--- src/rtl/fb_pkg.sv ---
// Frame-buffer geometry and write-scheduler state encoding shared by the
// write-side scheduler and the read-side scanner.
package fb_pkg;
    localparam int FB_W      = 320;
    localparam int FB_H      = 240;
    localparam int FB_NPIX   = FB_W * FB_H;
    localparam int FB_ADDR_W = 17;
    localparam int FB_PIX_W  = 12;

    localparam logic [1:0] ST_WAIT_VS = 2'd0;
    localparam logic [1:0] ST_CAPTURE = 2'd1;
    localparam logic [1:0] ST_FULL    = 2'd2;
endpackage

--- src/rtl/fb_pixel_fifo.sv ---
// Small synchronous FIFO holding {address, pixel} camera entries between
// capture and the frame-buffer write port. DEPTH must be a power of two.
module fb_pixel_fifo #(
    parameter int WIDTH = 29,
    parameter int DEPTH = 4
) (
    input  logic             clk,
    input  logic             reset,
    input  logic             flush,
    input  logic             push,
    input  logic [WIDTH-1:0] push_data,
    input  logic             pop,
    output logic [WIDTH-1:0] pop_data,
    output logic             full,
    output logic             empty
);
    localparam int PW = $clog2(DEPTH);
    localparam logic [PW:0] PTR_ONE = 1;

    logic [WIDTH-1:0] mem [DEPTH];
    logic [PW:0]      wr_ptr;
    logic [PW:0]      rd_ptr;

    // Extra wrap bit on each pointer distinguishes full from empty.
    assign empty    = (wr_ptr == rd_ptr);
    assign full     = (wr_ptr[PW] != rd_ptr[PW]) && (wr_ptr[PW-1:0] == rd_ptr[PW-1:0]);
    assign pop_data = mem[rd_ptr[PW-1:0]];

    always_ff @(posedge clk or posedge reset) begin
        if (reset) begin
            wr_ptr <= '0;
            rd_ptr <= '0;
        end else if (flush) begin
            wr_ptr <= '0;
            rd_ptr <= '0;
        end else begin
            if (push && !full)
                wr_ptr <= wr_ptr + PTR_ONE;
            if (pop && !empty)
                rd_ptr <= rd_ptr + PTR_ONE;
        end
    end

    always_ff @(posedge clk) begin
        if (push && !full && !flush)
            mem[wr_ptr[PW-1:0]] <= push_data;
    end
endmodule

--- src/rtl/fb_write_scheduler.sv ---
// Shares the frame-buffer write port between raster camera capture and
// processing write-back, with frame tracking and drop/illegal-write flags.
module fb_write_scheduler
    import fb_pkg::*;
#(
    parameter int PIX_W  = FB_PIX_W,
    parameter int ADDR_W = FB_ADDR_W,
    parameter int NPIX   = FB_NPIX,
    parameter int FAIR_N = 8
) (
    input  logic              clk,
    input  logic              reset,
    input  logic              capture_en,
    input  logic              cam_vsync,
    input  logic              cam_valid,
    input  logic [PIX_W-1:0]  cam_data,
    input  logic              proc_req,
    input  logic [ADDR_W-1:0] proc_addr,
    input  logic [PIX_W-1:0]  proc_data,
    output logic              proc_grant,
    output logic [ADDR_W-1:0] fb_wraddress,
    output logic [PIX_W-1:0]  fb_data,
    output logic              fb_wren,
    output logic              frame_done,
    output logic              cam_overflow,
    output logic              addr_err
);
    localparam int                FW        = ADDR_W + PIX_W;
    localparam int                CW        = $clog2(FAIR_N + 1);
    localparam logic [ADDR_W-1:0] NPIX_A    = ADDR_W'(NPIX);
    localparam logic [ADDR_W-1:0] LAST_A    = ADDR_W'(NPIX - 1);
    localparam logic [ADDR_W-1:0] ADDR_ONE  = 1;
    localparam logic [CW-1:0]     FAIR_MAX  = CW'(FAIR_N);
    localparam logic [CW-1:0]     FAIR_ONE  = 1;

    logic [1:0]        state;
    logic              vs_d;
    logic [ADDR_W-1:0] cap_addr;
    logic [CW-1:0]     fair_cnt;

    logic              vs_rise, restart, push, drop;
    logic              fifo_full, fifo_empty;
    logic [FW-1:0]     fifo_q;
    logic              cam_avail, force_proc, cam_pop, proc_ok;
    logic [ADDR_W-1:0] head_addr;
    logic [PIX_W-1:0]  head_data;

    assign vs_rise = cam_vsync & ~vs_d;
    assign restart = vs_rise & capture_en;

    // A vsync edge in the same cycle as a pixel discards that pixel.
    assign push = (state == ST_CAPTURE) & cam_valid & ~fifo_full & ~vs_rise;
    assign drop = (state == ST_CAPTURE) & cam_valid &  fifo_full & ~vs_rise;

    assign head_addr = fifo_q[FW-1:PIX_W];
    assign head_data = fifo_q[PIX_W-1:0];

    // Entries being flushed this cycle are never written out.
    assign cam_avail  = ~fifo_empty & ~restart;
    assign force_proc = proc_req & (fair_cnt == FAIR_MAX);
    assign cam_pop    = cam_avail & ~force_proc;
    assign proc_grant = proc_req & (~cam_avail | force_proc);
    assign proc_ok    = (proc_addr < NPIX_A);

    fb_pixel_fifo #(
        .WIDTH (FW),
        .DEPTH (4)
    ) u_fifo (
        .clk       (clk),
        .reset     (reset),
        .flush     (restart),
        .push      (push),
        .push_data ({cap_addr, cam_data}),
        .pop       (cam_pop),
        .pop_data  (fifo_q),
        .full      (fifo_full),
        .empty     (fifo_empty)
    );

    always_ff @(posedge clk or posedge reset) begin
        if (reset) begin
            state        <= ST_WAIT_VS;
            vs_d         <= 1'b0;
            cap_addr     <= '0;
            fair_cnt     <= '0;
            cam_overflow <= 1'b0;
            addr_err     <= 1'b0;
        end else begin
            vs_d <= cam_vsync;
            if (restart) begin
                state        <= ST_CAPTURE;
                cap_addr     <= '0;
                cam_overflow <= 1'b0;
            end else if (vs_rise) begin
                state <= ST_WAIT_VS;
            end else begin
                if (push) begin
                    if (cap_addr == LAST_A)
                        state <= ST_FULL;
                    else
                        cap_addr <= cap_addr + ADDR_ONE;
                end
                if (drop)
                    cam_overflow <= 1'b1;
            end
            if (proc_grant && !proc_ok)
                addr_err <= 1'b1;
            if (proc_grant || !proc_req)
                fair_cnt <= '0;
            else if (cam_pop)
                fair_cnt <= fair_cnt + FAIR_ONE;
        end
    end

    // Output register stage: the selected write reaches the frame buffer here.
    always_ff @(posedge clk or posedge reset) begin
        if (reset) begin
            fb_wren      <= 1'b0;
            frame_done   <= 1'b0;
            fb_wraddress <= '0;
            fb_data      <= '0;
        end else begin
            fb_wren    <= cam_pop | (proc_grant & proc_ok);
            frame_done <= cam_pop & (head_addr == LAST_A);
            if (cam_pop) begin
                fb_wraddress <= head_addr;
                fb_data      <= head_data;
            end else if (proc_grant && proc_ok) begin
                fb_wraddress <= proc_addr;
                fb_data      <= proc_data;
            end
        end
    end
endmodule

--- config.mk ---
export PLATFORM = sky130hd
export DESIGN_NAME = fb_write_scheduler
export DESIGN_NICKNAME = d
export VERILOG_FILES = /design/src/rtl/fb_pkg.sv /design/src/rtl/fb_pixel_fifo.sv /design/src/rtl/fb_write_scheduler.sv
export SDC_FILE = /design/constraint.sdc
export NUM_CORES = 1
export LEC_CHECK = 0
export CORE_ASPECT_RATIO = 1.75
export CORE_MARGIN = 4
export CORE_UTILIZATION = 25
export DETAILED_ROUTE_END_ITERATION = 16
export GPL_TIMING_DRIVEN = 0
export SKIP_LAST_GASP = 1
export SLEW_MARGIN = 0
export SYNTH_ARGS = -nofsm -noshare
export SYNTH_HDL_FRONTEND = slang
export SYNTH_HIERARCHICAL = 1
export SYNTH_SLANG_ARGS = --single-unit
--- constraint.sdc ---
create_clock -name clk -period 8.9 [get_ports clk]
set_input_delay 1.78 -clock clk [delete_from_list [all_inputs] [get_ports clk]]
set_output_delay 1.78 -clock clk [all_outputs]
set_load 0.05 [all_outputs]
Word-level counts from Yosys, hierarchy flattened
Memories as Yosys holds them, arrays and structs flattened.
Index checks and enable logic that the tools add are counted.
{"block": "totals", "n_memories": 1, "out_inout_bits": 34, "input_bits": 47, "mem_bits_rw": 116, "wordCells": 95, "ff_bits": 63}
{"block": "classes", "add_sub_neg": 4, "n_lt_le_gt_ge": 1, "eq_ne": 9, "bitwise": 22, "mux": 23, "reduce_logical": 23}
{"name": "u_fifo.mem", "words": 4, "word_bits": 29, "read_ports": 1, "rd_ports_with_merged_regs": 0, "wr": 1, "line_no": "fb_pixel_fifo.sv:20", "text": "logic [WIDTH-1:0] mem [DEPTH];"}
{"cell": "17-bit 2-to-1 mux", "n": 6}
{"cell": "17-bit == test (second input constant)", "n": 2}
{"cell": "12-bit 2-to-1 mux", "n": 2}
{"cell": "17-bit by 1-bit adder with 17-bit output (second input constant)", "n": 1}
{"cell": "17-bit < comparator (second input constant)", "n": 1}
{"cell": "1-bit bitwise AND", "n": 13}
{"cell": "3-bit 2-to-1 mux", "n": 4}
{"cell": "2-bit nonzero test", "n": 6}
{"cell": "2-bit 2-to-1 mux", "n": 4}
{"cell": "4-bit 2-to-1 mux", "n": 2}
{"cell": "1-bit NOT", "n": 7}
{"cell": "3-bit by 1-bit adder with 3-bit output (second input constant)", "n": 2}
{"cell": "1-bit logical AND", "n": 6}
{"cell": "3-bit nonzero test", "n": 2}
{"cell": "1-bit zero test", "n": 5}
{"cell": "1-bit 2-to-1 mux", "n": 5}
{"cell": "4-bit by 1-bit adder with 4-bit output (second input constant)", "n": 1}
{"cell": "4-bit == test (second input constant)", "n": 1}
{"cell": "2-bit AND reduction", "n": 2}
{"cell": "3-bit == test", "n": 1}
{"cell": "3-bit AND reduction", "n": 1}
{"cell": "2-bit by 1-bit == test with 1-bit output (second input constant)", "n": 1}
{"cell": "2-bit == test", "n": 1}
{"cell": "2-bit by 1-bit inequality test with 1-bit output (second input constant)", "n": 1}
{"cell": "4 further kinds", "n": 5}

Longest topological paths before layout
Gate-level depths: netlist of the first run.
{"block": "logic_depth", "depth_word": 11, "mapped_depth": 9, "mapped_depth_nobuf": 8}

By module
The synthesis of the first run kept the hierarchy.
{"module": "fb_pixel_fifo", "n_inst": 1, "cells_per_inst": 216, "area_per_inst_um2": 4724.5}
{"module": "fb_write_scheduler", "n_inst": 1, "cells_per_inst": 260, "area_per_inst_um2": 3055.4}

Least setup slack after synthesis of the first run
Ideal clock, no wire load.
{"block": "synth_timing", "kind": "input port to output port", "start": "input port cam_vsync", "end": "output port proc_grant", "arrival_ns": 3.155, "slack_ns": 3.965, "required_time_ns": 7.120, "n_path_buf": 1, "cell_stages": 6, "path_cell_list": "nor2b_4 nand2_4 inv_2 nor3_4 buf_2 nor2b_1"}
{"block": "synth_via", "elab_chain_cells": 7}
{"item": "start, declared", "line_no": "fb_write_scheduler.sv:14", "text": "input logic cam_vsync,"}
{"item": "1-bit bitwise AND", "line_no": "fb_write_scheduler.sv:48", "text": "assign vs_rise = cam_vsync & ~vs_d;"}
{"item": "1-bit bitwise AND", "line_no": "fb_write_scheduler.sv:49", "text": "assign restart = vs_rise & capture_en;"}
{"item": "1-bit NOT", "line_no": "fb_write_scheduler.sv:59", "text": "assign cam_avail = ~fifo_empty & ~restart;"}
{"item": "1-bit bitwise AND", "line_no": "fb_write_scheduler.sv:59"}
{"item": "1-bit NOT", "line_no": "fb_write_scheduler.sv:62", "text": "assign proc_grant = proc_req & (~cam_avail | force_proc);"}
{"item": "1-bit bitwise OR", "line_no": "fb_write_scheduler.sv:62"}
{"item": "1-bit bitwise AND", "line_no": "fb_write_scheduler.sv:62"}
{"item": "end, declared", "line_no": "fb_write_scheduler.sv:20", "text": "output logic proc_grant,"}
No other way between the ends.

Final worst setup path of the first run
Ends and elaborated chain as after synthesis.

==> qor.csv, run 1 <==
metric,value,unit
Die H,241,um
async set-reset flop share out of synthesis,35.2,%
CTS sink cnt,179,
hold_buf cts,0,
routability congestion estimate,0.804,
final worst setup slack,2.76,ns
reg2reg setup slack,5.24,ns
Antenna Nets Post-Route,0,
GRT overflow,0,
cts repair resizes,0,
top_reg_cell synth,edfxtp_1,
Final HPWL DP,12400,um
maximum vdd drop,0.000177,V
r2r endpoint,u_fifo/mem[3][22]$_DFFE_PP_,
mapped cell area,7780,sq um
Synth-to-Final Area Change,24.8,%
fill cell count,3011,
WS Path Type,input pin to output pin,
First DRT Iteration DRCs,314,
Min-Delay Path Class,register to register,
Clock Skew,0.00749,ns
Worst Setup End Kind,output pin,
Critical-path top delay cell,clkdlybuf4s50_1,
Static Leak,3.45,nW
DR DRC count,0,
setup violators final,0,
I/O Buffers,80,
fin nets,630,
"Max FO, Critical Path",16,
Fmax,163,MHz
last element of the critical path,proc_grant,
Pwr Total,3.26,mW
CP startpoint,cam_vsync,
Gate Count Post-Synth,476,
1st-pass router iterations,4,
FF-to-FF path depth,9,
vias in the first global route,4745,
# H-tree levels,4,
row count,85,
I/O Pins,81,
sequential-to-total area share from yosys stat,65.0,%
Synth warnings,6,
worst-margin pin slew,0.908,ns
Crit path largest cell delay,0.72,ns
Clock Pin Slew Worst Setup and Hold Paths,0.06,ns
share of layout cells above drive strength 1,26.2,%
clk_lat worst skew,0.43,ns
starting density of the core,25.3,%
die footprint,34100,sq um
DR WL/cell,18.0,um
clock buffer depth,2,
Syn Nets,531,
Crit Reg-Reg Startpoint,u_fifo/rd_ptr[1]$_DFFE_PP0P_,
"Slew Viols, Final",0,
GRT Total Usage,10.7,%
Critical Path Most Common Cell,clkdlybuf4s50_1,
"EDFF count, synth",116,
"critical path, cell by cell",clkdlybuf4s50_1 > nor2b_4 > nand2_4 > inv_2 > nor3_4 > buf_2 > nor2b_1 > clkdlybuf4s50_1,
via-per-instance ratio,4.53,
antenna fix cells,0,
Final period util,69.0,%
core box area,30700,sq um
initial antenna violation count,0,
"Avg Cell Area, Syn",16.3,sq um
MaxCap Viol Count,0,
WP data arrival,4.36,ns
Pwr per Cell Area,335,nW/um^2
Yosys cell types,66,
"Hold Vio Cnt, Final",0,
Setup Total Neg Slack,0,ns
post-layout util,31.6,%
final wirelength,17700,um
Post-DP Area,9080,sq um
Final Instance Area,9710,sq um
via count,4438,
run status,completed,
die width,141,um
global-route wire length before repair,27400,um
CTS tree,yes,
clk root buf,clkbuf_16,
Worst Path Required,7.12,ns
unrepaired setup endpoints after global routing,no,
post-CTS setup buffers,0,
CP startpoint kind,input pin,
Setup Slack @ Placement,2.66,ns
Num CTS Buffers,17,
Slew HR,39.5,%
Final min period,6.14,ns
pin count of the biggest net entering global routing,58,
#FFs+latches synth,179,
==> cell usage in the layout, fill, tap and decap left out, types with 7 or more instances in the layout <==
cell type        netlist  layout
ha_1                   8       8
buf_2                 10      10
nand2_1               25      25
dfrtp_1               63      63
or2_2                  8       8
o21ai_0               10      10
mux4_2                29      29
nand3_1                8       8
edfxtp_1             116     116
clkbuf_16              0      17
inv_1                 12      11
nor4_1                 7       7
clkbuf_1               7       7
clkdlybuf4s50_1        0      80
mux2_2                55      55
mux2i_1               12      12
nor2_1                11      11
==> final cells by class <==
type / instances / area (sq um) / share of cell area (%)
sequential: 179 / 5060 / 52.1
multi-input combinational: 263 / 2560 / 26.3
timing repair buffer: 80 / 801 / 8.25
tap: 391 / 489 / 5.04
clock buffer: 19 / 453 / 4.66
clock inverter: 13 / 180 / 1.86
buffer: 21 / 118 / 1.21
inverter: 13 / 51.3 / 0.528
==> state kept, by name (all words and copies together), names as in the netlist <==
| signal | cells |
|---|---|
| addr_err | 1 |
| u_fifo/wr_ptr | 3 |
| vs_d | 1 |
| fb_data | 12 |
| u_fifo/rd_ptr | 3 |
| fb_wren | 1 |
| fair_cnt | 4 |
| state | 2 |
| fb_wraddress | 17 |
| cap_addr | 17 |
| u_fifo/mem | 116 |
| frame_done | 1 |
| cam_overflow | 1 |
==> synthesized netlist by cell type, drive strengths merged, types with 8 or more instances <==
cell / instances / area, sq um
ha: 8 / 100
dfrtp: 63 / 1580
nand2: 26 / 105
inv: 13 / 48.8
mux4: 29 / 653
buf: 14 / 91.3
o21ai: 11 / 58.8
or2: 9 / 56.3
mux2i: 12 / 120
edfxtp: 116 / 3480
nor2: 11 / 41.3
mux2: 57 / 642
nand3: 9 / 50.1
==> where the power goes <==
part / total, mW / switching [mW] / internal (mW) / leakage, nW
clock network: 0.801 / 0.317 / 0.484 / 0.297
logic: 1.34 / 0.753 / 0.592 / 1.30
registers: 1.11 / 0.0780 / 1.03 / 1.84
total: 3.26 / 1.15 / 2.11 / 3.45
==> worst max-delay path: cells and delay by family <==
family	cells	cell delay, ns
buffers and inverters	4	1.70
AND/OR/NAND/NOR	4	0.86
==> worst min-delay path by stage <==
stage | to | from | cells past startpoint | slack (ns)
finish | addr_err$_DFFE_PP0P_ | addr_err$_DFFE_PP0P_ | 1 | 0.46
global route | addr_err$_DFFE_PP0P_ | addr_err$_DFFE_PP0P_ | 1 | 0.48
CTS | addr_err$_DFFE_PP0P_ | addr_err$_DFFE_PP0P_ | 1 | 0.46
detailed placement | addr_err$_DFFE_PP0P_ | addr_err$_DFFE_PP0P_ | 1 | 0.44
global placement | addr_err$_DFFE_PP0P_ | addr_err$_DFFE_PP0P_ | 1 | 0.44
floorplan | fair_cnt[0]$_DFFE_PP0P_ | fair_cnt[0]$_DFFE_PP0P_ | 1 | 0.45
==> through the flow <==
stage          hold WS (ns)  instances
6_report              0.457        979
4_1_cts               0.459        979
3_3_place_gp          0.443        947
5_1_grt               0.483        979
2_1_floorplan         0.451        476
3_5_place_dp          0.444        947
==> kinds of logic after synthesis <==
logic type                 Yosys count  synth area share [%]
buffers and inverters               34                  2.14
muxes                               98                  18.2
and+or+nand+nor                    109                  8.59
DFF                                179                  65.0
adders and majority gates            8                  1.29
AOI/OAI and AO/OA                   40                  3.76
xor gates and xnor gates             8                 0.997
==> layer usage <==
| layer | GRT usage (%) | up-vias | wire length, um |
|---|---|---|---|
| li1 | - | 2048 | - |
| met1 | 10.9 | 2298 | 6370 |
| met2 | 21.0 | 77 | 10400 |
| met3 | 2.35 | 15 | 567 |
| met4 | 4.23 | 0 | 295 |
| met5 | 0 | - | 0 |
Note: power is estimated with default switching activity, not from simulation.
==> inputs of run 2 (changes only) <==
==> constraint.sdc (replaced) <==
create_clock -name clk -period 5.9 [get_ports clk]
set_input_delay 1.18 -clock clk [delete_from_list [all_inputs] [get_ports clk]]
set_output_delay 1.18 -clock clk [all_outputs]
set_load 0.05 [all_outputs]
==> results of run 2 <==
The final DEF is identical to that of run 1. Status: completed.
Among the figures that moved: setup slack after placement 2.66 ns -> 0.864 ns; setup slack after layout 2.76 ns -> 0.955 ns; register-to-register setup slack 5.24 ns -> 2.24 ns; total power 3.26 mW -> 4.91 mW; worst IR drop on VDD 0.000177 V -> 0.000267 V
